`src/rtl/clk_period_meter.sv`:
```
// clk_period_meter: measures the period and high time of a slow, asynchronous
// input (sig_in) in cycles of clk_in. A new measurement is published with a
// one-cycle valid pulse on every synchronized rising edge of sig_in. If no
// rising edge arrives before the period counter would saturate, the block
// flags stalled, drops back to IDLE and rearms on the next edge.
module clk_period_meter #(
  parameter int WIDTH = 16,
  parameter int SYNC  = 2
) (
  input  logic             clk_in,
  input  logic             rst_n,
  input  logic             sig_in,
  output logic [WIDTH-1:0] period,
  output logic [WIDTH-1:0] high,
  output logic             valid,
  output logic             stalled
);

  typedef enum logic {
    IDLE,
    MEASURE
  } state_t;

  // Last count value before the period counter would reach all-ones (MAX).
  localparam logic [WIDTH-1:0] CNT_LAST = {{(WIDTH-1){1'b1}}, 1'b0};

  state_t           state, state_n;
  logic [SYNC-1:0]  sync_q;
  logic             s;
  logic             s_d;
  logic             rise;
  logic [WIDTH-1:0] cnt, cnt_n;
  logic [WIDTH-1:0] hcnt, hcnt_n;
  logic [WIDTH-1:0] period_n, high_n;
  logic             valid_n, stalled_n;

  // Synchronizer chain plus one delay stage for edge detection.
  // NOTE: non-blocking assignments give every flop the pre-edge value of its
  // neighbour, which is what makes the chain a shift register rather than a wire.
  always_ff @(posedge clk_in or negedge rst_n) begin
    if (!rst_n) begin
      sync_q <= '0;
      s_d    <= 1'b0;
    end else begin
      sync_q <= {sync_q[SYNC-2:0], sig_in};
      s_d    <= sync_q[SYNC-1];
    end
  end

  assign s    = sync_q[SYNC-1];
  assign rise = s & ~s_d;

  // State, counter and output registers.
  always_ff @(posedge clk_in or negedge rst_n) begin
    if (!rst_n) begin
      state   <= IDLE;
      cnt     <= '0;
      hcnt    <= '0;
      period  <= '0;
      high    <= '0;
      valid   <= 1'b0;
      stalled <= 1'b0;
    end else begin
      state   <= state_n;
      cnt     <= cnt_n;
      hcnt    <= hcnt_n;
      period  <= period_n;
      high    <= high_n;
      valid   <= valid_n;
      stalled <= stalled_n;
    end
  end

  // Next-state and next-output logic; a rise that coincides with the timeout
  // still counts as a valid measurement of period MAX.
  always_comb begin
    // NOTE: every signal gets a default before the case so no path leaves one
    // unassigned, which would otherwise infer a latch.
    state_n   = state;
    cnt_n     = cnt;
    hcnt_n    = hcnt;
    period_n  = period;
    high_n    = high;
    valid_n   = 1'b0;
    stalled_n = stalled;

    unique case (state)
      IDLE: begin
        if (rise) begin
          state_n = MEASURE;
          cnt_n   = '0;
          hcnt_n  = WIDTH'(1);
        end else begin
          cnt_n   = '0;
          hcnt_n  = '0;
        end
      end

      MEASURE: begin
        if (rise) begin
          period_n  = cnt + WIDTH'(1);
          high_n    = hcnt;
          valid_n   = 1'b1;
          stalled_n = 1'b0;
          cnt_n     = '0;
          hcnt_n    = WIDTH'(1);
        end else if (cnt == CNT_LAST) begin
          state_n   = IDLE;
          stalled_n = 1'b1;
          cnt_n     = '0;
          hcnt_n    = '0;
        end else begin
          cnt_n     = cnt + WIDTH'(1);
          hcnt_n    = hcnt + WIDTH'(s);
        end
      end

      default: begin
        state_n = IDLE;
      end
    endcase
  end

endmodule

```
`config.mk`:
```
export PLATFORM = sky130hd
export DESIGN_NAME = clk_period_meter
export DESIGN_NICKNAME = d
export VERILOG_FILES = /design/src/rtl/clk_period_meter.sv
export SDC_FILE = /design/constraint.sdc
export NUM_CORES = 1
export LEC_CHECK = 0
export BUFFER_PORTS_ARGS = -buffer_cell sky130_fd_sc_hd__buf_2
export CAP_MARGIN = 20
export CORE_ASPECT_RATIO = 1.25
export CORE_MARGIN = 2
export CORE_UTILIZATION = 44
export DETAILED_ROUTE_END_ITERATION = 12
export GPL_TIMING_DRIVEN = 0
export HOLD_SLACK_MARGIN = 0.05
export PLACE_DENSITY_LB_ADDON = 0.15
export SYNTH_ARGS = -nofsm -noshare
export SYNTH_HDL_FRONTEND = slang
export SYNTH_SLANG_ARGS = --single-unit
```
`constraint.sdc`:
```
create_clock -name clk_in -period 1.63 [get_ports clk_in]
set_input_delay 0.0815 -clock clk_in [delete_from_list [all_inputs] [get_ports clk_in]]
set_output_delay 0.0815 -clock clk_in [all_outputs]
set_load 0.05 [all_outputs]
```
==> impl_metrics.json <==
{
  "clock-sinks": 70,
  "drtAntennaViolNets": 0,
  "period_minus_slack_ns": 1.630,
  "drive_gt1_share_pct": 23.78,
  "drcViolationCount": 0,
  "drtIter0Drc": 85,
  "dr.pass1.iters": 4,
  "diodes": 0,
  "fp.dieH_um": 94.75,
  "wl_per_cell_um": 13.82,
  "synth_flop_cell": "dfrtp_1",
  "cts_made_buffers": 9,
  "crit_type": "flip-flop to flip-flop",
  "crit_fanout": 7,
  "cts_tree": "built",
  "pre_cts_ws_ns": -0.05178,
  "hold_viol_final": 0,
  "gp_congestion": 0.7793,
  "end_kind": "flip-flop",
  "cellLeakagePower_nw": 1.777,
  "die_w_um": 76.60,
  "synth_edf_count": 0,
  "finalSetupTns_ns": 0,
  "grt_setup_unrepaired": "yes",
  "power.total_mw": 4.362,
  "clock_skew_ns": 0.008455,
  "synth_area_um2": 2899,
  "slew_viol_final": 0,
  "core_area_um2": 6482,
  "grt_pass1_vias": 2010,
  "final_cell_mix": "67 x dfrtp_1, 66 x nand2_1, 36 x buf_2",
  "finalCritPeriodShare_pct": 99.98,
  "io_pins": 37,
  "htree_levels": 3,
  "ys_seq_elements": 70,
  "vias": 2159,
  "area_growth_pct": 23.39,
  "async_flop_share_pct": 100.0,
  "initial_core_util_pct": 44.72,
  "cts_root_buffer": "clkbuf_8",
  "viasPerCell": 4.952,
  "portBuffers": 36,
  "final_cells": 436,
  "track_usage_pct": 17.56,
  "hp-class": "flip-flop to flip-flop",
  "max_cap_viol_count": 0,
  "antenna_found_initial": 0,
  "setup_viol": 0,
  "vdd_ir_drop_max_uv": 568.8,
  "synthesis.nets": 292,
  "yosysSeqAreaShare_pct": 60.42,
  "routed_wl_um": 6026,
  "yosysWarnings": 0,
  "die_area_um2": 7258,
  "grt_pass1_wl_um": 9735,
  "clockBufferDepth": 2,
  "clock_latency_ns": 0.35,
  "relSlewSlack_pct": 41.68,
  "clkSlewWorstSetupHoldPaths_ns": 0.08,
  "gr-total-overflow": 0,
  "critPathLaunchType": "flip-flop",
  "arrival_ns": 1.87,
  "grt_max_degree": 71,
  "final_common_cell": "dfrtp_1",
  "cp_data_required_time_ns": 1.87,
  "hpwl_um": 3891,
  "tightestPinTransition_ns": 0.8748,
  "powerDensity_nw_per_um2": 1219,
  "rows": 33,
  "status": "completed",
  "synth_cells": 285,
  "numPlacedInstances": 408,
  "fin_ws_ns": 0.0003366,
  "nets": 351,
  "syn_avg_cell_area_um2": 10.17,
  "synth_cell_types": 28,
  "fmaxAchievable_mhz": 613.6
}
synth_stat cells, types with 2 or more instances:
cell type,instances,share of area [%]
o21ai_0,21,3.6
buf_4,4,1.0
inv_1,6,0.78
a21oi_1,2,0.35
xnor2_1,13,3.9
nand4_1,10,2.2
and3_1,2,0.43
nor4_1,4,0.86
nor2_1,34,4.4
nand2_1,66,8.5
ha_1,4,1.7
dfrtp_1,70,60
clkbuf_1,7,0.91
nand3_1,8,1.4
xor2_1,14,4.2
nor3_1,4,0.69
and4_1,5,1.5
per-layer routing:
| layer | part of all wire (%) | vias up | global-route usage (%) |
|---|---|---|---|
| met5 | 0 | - | 0 |
| met4 | 2.3 | 0 | 7.727 |
| met3 | 3.0 | 9 | 4.971 |
| met2 | 51 | 35 | 30.16 |
| met1 | 43 | 1059 | 20.73 |
| li1 | - | 1056 | - |
logic make-up (layout without fill, tap and decap cells):
kind of cell | Yosys count | count (layout) | share of synthesized area, %
adder cells (fa/ha/maj) | 4 | 4 | 1.726
AO/OA/AOI/OAI | 27 | 27 | 5.136
flip-flops | 70 | 70 | 60.42
XOR/XNOR | 27 | 27 | 8.157
buffers and inverters | 18 | 82 | 2.892
AND/OR/NAND/NOR | 139 | 139 | 21.67
report_power, final:
| part | leakage (nW) | switching (mW) | internal, mW |
|---|---|---|---|
| registers | 0.940 | 0.158 | 1.90 |
| logic | 0.729 | 0.530 | 0.203 |
| clock network | 0.108 | 0.677 | 0.897 |
sequential cells by signal (all words and copies together), names as in the netlist:
signal,count
cnt,16
hcnt,16
high,16
period,16
sync_q,2
s_d,1
stalled,1
state,1
valid,1
path summary, 6_finish.rpt:
check | from | to | slack, ns | cells after the start
worst min-delay path | sync_q[0]$_DFF_PN0_ | sync_q[1]$_DFF_PN0_ | 0.35 | 0
worst max-delay path | cnt[7]$_DFF_PN0_ | hcnt[14]$_DFF_PN0_ | 0.0003 | 6
min in group asynchronous | rst_n | hcnt[2]$_DFF_PN0_ | 0.40 | 2
max in group asynchronous | rst_n | cnt[4]$_DFF_PN0_ | 0.63 | 2
worst max register to register | cnt[7]$_DFF_PN0_ | hcnt[14]$_DFF_PN0_ | 0.0003 | 6
worst min register to register | sync_q[0]$_DFF_PN0_ | sync_q[1]$_DFF_PN0_ | 0.35 | 0
worst max-delay path: stages, from the launching register on:
cell and delay, ns:
dfrtp_1 0.37, and4_1 0.22, buf_6 0.12, nand4_1 0.20, o21bai_4 0.36, buf_4 0.20, nor2_1 0.05
stage by stage:
stage | instance area [um^2] | hold WS [ns] | util (%)
floorplan | 2899 | -0.2141 | -
global placement | 3188 | 0.1900 | 49.18
detailed placement | 3191 | 0.1908 | 49.22
CTS | 3441 | 0.3441 | 53.08
global route | 3577 | 0.3494 | 55.18
finish | 3577 | 0.3543 | 55.18
repair_timing:
action / CTS / global route
hold endpoints to repair: 71 / 0
setup endpoints to repair: 5 / 42
hold buffers: 2 / 0
setup buffers: 0 / 8
cloned: 0 / 3
resized for setup: 2 / 21
pin swaps: 0 / 4
area by class of cell:
class,instances,area (um^2)
Timing Repair Buffer,49,292.8
Fill cell,600,2905
Multi-Input combinational cell,197,1101
Tap cell,87,108.9
Clock buffer,10,137.6
Buffer,11,73.82
Inverter,6,22.52
Clock inverter,6,85.08
Sequential cell,70,1755
No activity file was read; power rests on OpenSTA's default activity.
